### config.mk
export PLATFORM = sky130hd
export DESIGN_NAME = reaction_timer_core
export DESIGN_NICKNAME = d
export VERILOG_FILES = /design/src/rtl/reaction_timer_core.sv
export SDC_FILE = /design/constraint.sdc
export NUM_CORES = 1
export LEC_CHECK = 0
export ABC_AREA = 1
export CAP_MARGIN = 20
export CORE_MARGIN = 2
export CORE_UTILIZATION = 45
export DETAILED_ROUTE_END_ITERATION = 10
export GPL_ROUTABILITY_DRIVEN = 0
export PLACE_DENSITY = 0.69
export SKIP_CTS_REPAIR_TIMING = 1
export SKIP_LAST_GASP = 1
export SYNTH_ARGS = -nofsm -noshare
export SYNTH_HDL_FRONTEND = slang
export SYNTH_SLANG_ARGS = --single-unit
### constraint.sdc
create_clock -name CLOCK_50 -period 2.7 [get_ports CLOCK_50]
set_input_delay 0.405 -clock CLOCK_50 [delete_from_list [all_inputs] [get_ports CLOCK_50]]
set_output_delay 0.405 -clock CLOCK_50 [all_outputs]
set_load 0.02 [all_outputs]
### src/rtl/reaction_timer_core.sv
// Multi-player reaction timer: tick prescaler, LFSR arming delay, saturating BCD
// reaction counter, false-start detection, winner indication and best-time register.
module reaction_timer_core #(
    parameter int CLK_HZ          = 50000000,
    parameter int TICK_HZ         = 100,
    parameter int PLAYERS         = 2,
    parameter int DIGITS          = 4,
    parameter int MIN_DELAY_TICKS = 200,
    parameter int RAND_BITS       = 8
) (
    input  logic                  CLOCK_50,
    input  logic                  reset,
    input  logic                  request,
    input  logic [PLAYERS-1:0]    stop,
    output logic [4*DIGITS-1:0]   bcd,
    output logic [4*DIGITS-1:0]   best_bcd,
    output logic [PLAYERS-1:0]    winner,
    output logic                  waiting,
    output logic                  test_active,
    output logic                  done,
    output logic                  false_start,
    output logic                  overflow
);
    localparam int DIV   = CLK_HZ / TICK_HZ;
    localparam int PRE_W = (DIV > 1) ? $clog2(DIV) : 1;
    localparam int DLY_W = $clog2(MIN_DELAY_TICKS + (1 << RAND_BITS)) + 1;
    localparam int BW    = 4 * DIGITS;
    localparam logic [BW-1:0] ALL9  = {DIGITS{4'h9}};
    localparam logic [15:0]   RMASK = 16'((32'd1 << RAND_BITS) - 32'd1);

    typedef enum logic [2:0] {IDLE, ARMED, ACTIVE, DONE, FOUL} state_t;

    state_t             state, state_next;
    logic [PRE_W-1:0]   pre;
    logic [15:0]        lfsr;
    logic [DLY_W-1:0]   delay;
    logic               req_prev;
    logic [PLAYERS-1:0] stop_prev;
    logic               req_edge;
    logic [PLAYERS-1:0] stop_edge;
    logic               any_stop;
    logic               tick;
    logic [15:0]        r_val;
    logic               arm, go, foul_ev, stop_ev, count_ev, ovf_ev;

    function automatic logic [15:0] lfsr_step(input logic [15:0] v);
        return {1'b0, v[15:1]} ^ (v[0] ? 16'hB400 : 16'h0000);
    endfunction

    // Saturating BCD increment: all 9s holds, otherwise ripple carry per digit.
    function automatic logic [BW-1:0] bcd_inc_sat(input logic [BW-1:0] v);
        logic [BW-1:0] r;
        logic          carry;
        r     = v;
        carry = 1'b1;
        if (v == ALL9) return v;
        for (int i = 0; i < DIGITS; i++) begin
            if (carry) begin
                if (v[4*i +: 4] == 4'h9) begin
                    r[4*i +: 4] = 4'h0;
                end else begin
                    r[4*i +: 4] = v[4*i +: 4] + 4'h1;
                    carry       = 1'b0;
                end
            end
        end
        return r;
    endfunction

    function automatic logic [PLAYERS-1:0] lowest_set(input logic [PLAYERS-1:0] v);
        return v & (~v + PLAYERS'(1));
    endfunction

    assign req_edge  = request & ~req_prev;
    assign stop_edge = stop & ~stop_prev;
    assign any_stop  = |stop_edge;
    assign tick      = (pre == PRE_W'(DIV - 1));
    assign r_val     = lfsr & RMASK;

    always_ff @(posedge CLOCK_50 or posedge reset) begin
        if (reset) state <= IDLE;
        else       state <= state_next;
    end

    always_comb begin
        state_next  = state;
        arm         = 1'b0;
        go          = 1'b0;
        foul_ev     = 1'b0;
        stop_ev     = 1'b0;
        count_ev    = 1'b0;
        ovf_ev      = 1'b0;
        case (state)
            IDLE, DONE, FOUL: begin
                if (req_edge) begin
                    state_next = ARMED;
                    arm        = 1'b1;
                end
            end
            ARMED: begin
                if (any_stop) begin
                    state_next = FOUL;
                    foul_ev    = 1'b1;
                end else if (tick && delay == DLY_W'(1)) begin
                    state_next = ACTIVE;
                    go         = 1'b1;
                end
            end
            ACTIVE: begin
                // A stop edge wins over a coinciding tick, which is then not counted.
                if (any_stop) begin
                    state_next = DONE;
                    stop_ev    = 1'b1;
                end else if (tick) begin
                    if (bcd == ALL9) begin
                        state_next = DONE;
                        ovf_ev     = 1'b1;
                    end else begin
                        count_ev = 1'b1;
                    end
                end
            end
            default: state_next = IDLE;
        endcase
        waiting     = (state == ARMED);
        test_active = (state == ACTIVE);
        done        = (state == DONE);
        false_start = (state == FOUL);
    end

    always_ff @(posedge CLOCK_50 or posedge reset) begin
        if (reset) begin
            pre       <= '0;
            lfsr      <= 16'hACE1;
            req_prev  <= 1'b0;
            stop_prev <= '0;
            delay     <= '0;
            bcd       <= '0;
            best_bcd  <= ALL9;
            winner    <= '0;
            overflow  <= 1'b0;
        end else begin
            lfsr      <= lfsr_step(lfsr);
            req_prev  <= request;
            stop_prev <= stop;
            if (arm || go || tick) pre <= '0;
            else                   pre <= pre + 1'b1;
            if (arm) begin
                bcd      <= '0;
                winner   <= '0;
                overflow <= 1'b0;
                delay    <= DLY_W'(MIN_DELAY_TICKS) + DLY_W'(r_val);
            end else if (state == ARMED && tick && !any_stop) begin
                delay <= delay - 1'b1;
            end
            if (foul_ev || stop_ev) winner <= lowest_set(stop_edge);
            if (stop_ev && bcd < best_bcd) best_bcd <= bcd;
            if (count_ev) bcd <= bcd_inc_sat(bcd);
            if (ovf_ev) begin
                overflow <= 1'b1;
                winner   <= '0;
            end
        end
    end
endmodule

# == Word level (Yosys, flattened, before mapping) ==
# Index checks and enable logic that the tools add are counted.
# totals
regBits,86
out_inout_bits,39
word_cells,122
# op_classes
n_addsub,8
order_cmp,1
eq_ne,19
muxes,54
n_bitwise,7
reduce_logical,20
# op_table
operator,n
$mux 16,4
$mux 1,30
$mux 4,7
$mux 10,2
$add 19x1->19 const B,1
$eq 19x19->1 const B,1
$mux 19,1
$mux 3,6
$ne 3x1->1 const B,6
$add 4x1->4 const B,4
$eq 16x16->1 const B,1
$eq 4x4->1 const B,4
$lt 16x16->1,1
$xor 15x16->16,1
$eq 10x1->1 const B,1
$sub 10x1->10 const B,1
$add 8x8->9 const A,1
$pmux 3 s3,1
$reduce_and 3->1,3
$eq 3x2->1 const B,2
$mux 2,3
$reduce_bool 2->1,3
$and 2x2->2,2
$logic_and 1x1->1,4
16 further kinds,19

# == Logic depth before layout (Yosys ltp) ==
# logic_depth
word_depth,17
depth_mapped,13
mapped_depth_nobuf,12

# == Least setup slack after synthesis ==
# OpenSTA, ideal clock, no wires.
# synth_timing
path_kind,reg-to-reg
from,register best_bcd[15]
to,register best_bcd[1]
t_arrival_ns,1.850
required_ns,2.634
slack_ns,0.784
path_stages_with_launch,10
path_cell_list,dfstp_2 inv_1 ha_1 nand2_1 nor4_1 nand2_1 nand2_2 buf_2 nand2_1 nand2_1
# synth_via
elab_chain_len,2
# synth_rtl
item,line_no,text
"start, declared",16,"output logic [4*DIGITS-1:0] best_bcd,"
"start signal, assigned",139,best_bcd <= ALL9;
"start signal, assigned",157,if (stop_ev && bcd < best_bcd) best_bcd <= bcd;
$lt 16x16->1,157,
$logic_and 1x1->1,157,
# No other way between the ends.
# A chain may end at the register's enable or synchronous reset.

# == Worst setup path after layout ==
# layout_timing
from,register state[0]
to,output false_start
# layout_via
elab_chain_len,1
# layout_rtl
item,line_no,text
"start, declared",33,"state_t state, state_next;"
"start signal, assigned",82,else state <= state_next;
$eq 3x3->1,128,false_start = (state == FOUL);
"end, declared",21,"output logic false_start,"
# No other way between the ends.

==> results_dict.tcl <==
set metrics [dict create \
    synth.avg_cell_area_um2 8.10 \
    ir_worst_vdd_mv 0.364 \
    die-height_um 108 \
    drt_iter0_drc 173 \
    synth-main-ff-cell "dfrtp_1" \
    finalHoldViolations 0 \
    p_comb_share_pct 34.2 \
    syn_to_final_growth_pct 17.1 \
    async_flop_share_pct 100 \
    clock_skew_ns 0.00725 \
    track_usage_pct 19.4 \
    setup_violations 0 \
    maxSlewHeadroom_pct 62.1 \
    synth_edf_count 0 \
    synth_warnings 0 \
    tightestPinTransition_ns 0.567 \
    dieArea_um2 11600 \
    netSwitchingPower_mw 1.57 \
    min_path_type "flop to flop" \
    maxSlewViolCount 0 \
    grt_pass1_vias 3956 \
    numCtsBuffers 9 \
    netlist_instances 596 \
    rows 37 \
    place_ws_ns 0.576 \
    leakage_nw 2.74 \
    worstPathRequired_ns 2.30 \
    grt_pass1_wl_um 18000 \
    vias_per_cell 5.13 \
    drc 0 \
    cellPowerDensity_nw_per_um2 727 \
    grt_max_degree 56 \
    synthTopCellsByArea "dfrtp_1, nand2_1, dfstp_2" \
    die_w_um 108 \
    synthesis.area_um2 4830 \
    critPathArrivalTime_ns 1.90 \
    dp_hpwl_um 7550 \
    io_pins 44 \
    drt_pass1_iterations 5 \
    synth-seq-area-share_pct 45.0 \
    worstSetupPathType "flop to output port" \
    pwr-share-clk_pct 25.5 \
    start_util_pct 46.6 \
    critical_path.top_delay_family "buffers and inverters" \
    run_status "completed" \
    yosys.area.top_type_share_pct 36.3 \
    final.setup.tns_ns 0 \
    crit_slowest_cell "clkdlybuf4s50_1" \
    rsz0062_at_grt "false" \
    synth-seq-cells 86 \
    maxCapViolations 0 \
    synth_area_leader_cell "dfrtp_1" \
    ant_nets 0 \
    nets 677 \
    cts.htree.levels 3 \
    crit_chain "or2_1 > nor2_1 > clkdlybuf4s50_1" \
    cts_root_buf "clkbuf_8" \
    cts_tree "yes" \
    setup_ws_ns 0.397 \
    synth_nets 628 \
    crit_fanout 4 \
    overflow 0 \
    fmax_mhz 434 \
    slowest_delay_ns 0.63 \
    worst_setup_path_end_kind "output port" \
    yosys.cell_types.count 37 \
    vias 4029 \
    period_needed_ns 2.30 \
    mostFrequentLayoutCells "nand2_1, inv_1, dfrtp_1" \
    layout-drive-gt1-share_pct 9.54 \
    cp-start-kind "flop" \
    clk_pin_slew_worst_paths_ns 0.08 \
    antenna_found_initial 0 \
    p_int_mw 2.54 \
    cts_sinks 86 \
    final_util_pct 54.5 \
    port_buffers 43 \
    clock_latency_ns 0.37 \
    final_common_cell "nand2_1" \
    post-route-period-util_pct 85.3 \
    path_buf_inv 1 \
    antenna_cells 0 \
    switching_share_pct 38.1 \
    drt-total-wl_um 10300 \
    post_drt_wl_per_cell_um 13.1 \
    p_seq_share_pct 40.3 \
    coreArea_um2 10400 \
    clk_path_buf_depth 2 \
]
==> Yosys cell counts, types with 4 or more instances <==
cell     instances
nor3_1           9
buf_2            6
o22ai_1          4
ha_1            27
xnor2_1          7
dfstp_2         16
dfrtp_1         70
inv_1           75
nor2_4           4
nand2_1        157
xor2_1          13
a21oi_1         16
nand3_1         44
o21ai_0         28
nand4_1         17
nor2_1          62
nand2_2          5
==> per-stage QoR <==
stage / instances / total power [mW] / hold WS, ns / area [um2]
6_report: 786 / 4.11 / 0.359 / 5650
5_1_grt: 786 / 4.40 / 0.375 / 5650
4_1_cts: 786 / 4.13 / 0.363 / 5650
3_5_place_dp: 770 / 3.08 / 0.338 / 5420
3_3_place_gp: 770 / 3.03 / 0.341 / 5420
2_1_floorplan: 596 / 2.65 / 0.331 / 4830
==> kinds of logic (layout without fill, tap and decap cells) <==
group | Yosys count | count (layout) | synth area share (%)
xor+xnor | 20 | 20 | 3.63
fa+ha+maj | 27 | 27 | 7.00
simple gates | 317 | 317 | 30.6
mux | 1 | 1 | 0.207
compound gates | 58 | 58 | 6.48
buf+inv | 87 | 141 | 7.07
flops | 86 | 86 | 45.0
==> power by group through the flow <==
stage | logic [mW] | registers, mW | clock network, mW
global route | 1.60 | 1.68 | 1.12
CTS | 1.41 | 1.65 | 1.07
finish | 1.40 | 1.66 | 1.05
global placement | 1.37 | 1.67 | 0
detailed placement | 1.40 | 1.68 | 0
floorplan | 0.960 | 1.69 | 0
==> routing by layer <==
| metal | up-vias | part of all wire (%) | track usage [%] |
|---|---|---|---|
| li1 | 2018 | - | - |
| met1 | 1911 | 45 | 24.2 |
| met2 | 82 | 50 | 33.3 |
| met3 | 18 | 3.7 | 3.87 |
| met4 | 0 | 2.0 | 6.96 |
| met5 | - | 0 | 0 |
==> flip-flops by register name, indices dropped and copies added, names as in the netlist <==
signal and cells:
req_prev 1, delay 10, best_bcd 16, winner 2
pre 19, state 3, bcd 16, lfsr 16
stop_prev 2, overflow 1
==> final cells by class <==
type                    instances  area [um2]
fillers                       976        4720
clock buffers                  10         138
flip-flops and latches         86        2170
clock inverters                 6        93.8
inverters                      79         298
multi-input cells             423        2310
well taps                     136         170
repair buffers                 46         465
==> final timing paths <==
| kind | start | to | slack (ns) | depth (start not counted) |
|---|---|---|---|---|
| setup / recovery | state[0] | false_start | 0.40 | 3 |
| hold / removal | lfsr[8] | lfsr[7] | 0.36 | 0 |
| setup reg to reg | bcd[1] | state[0] | 0.57 | 11 |
| hold reg to reg | lfsr[8] | lfsr[7] | 0.36 | 0 |
| max in group asynchronous | reset | lfsr[0] | 1.59 | 3 |
| min in group asynchronous | reset | pre[10] | 0.39 | 2 |
No activity file was read; power rests on OpenSTA's default activity.
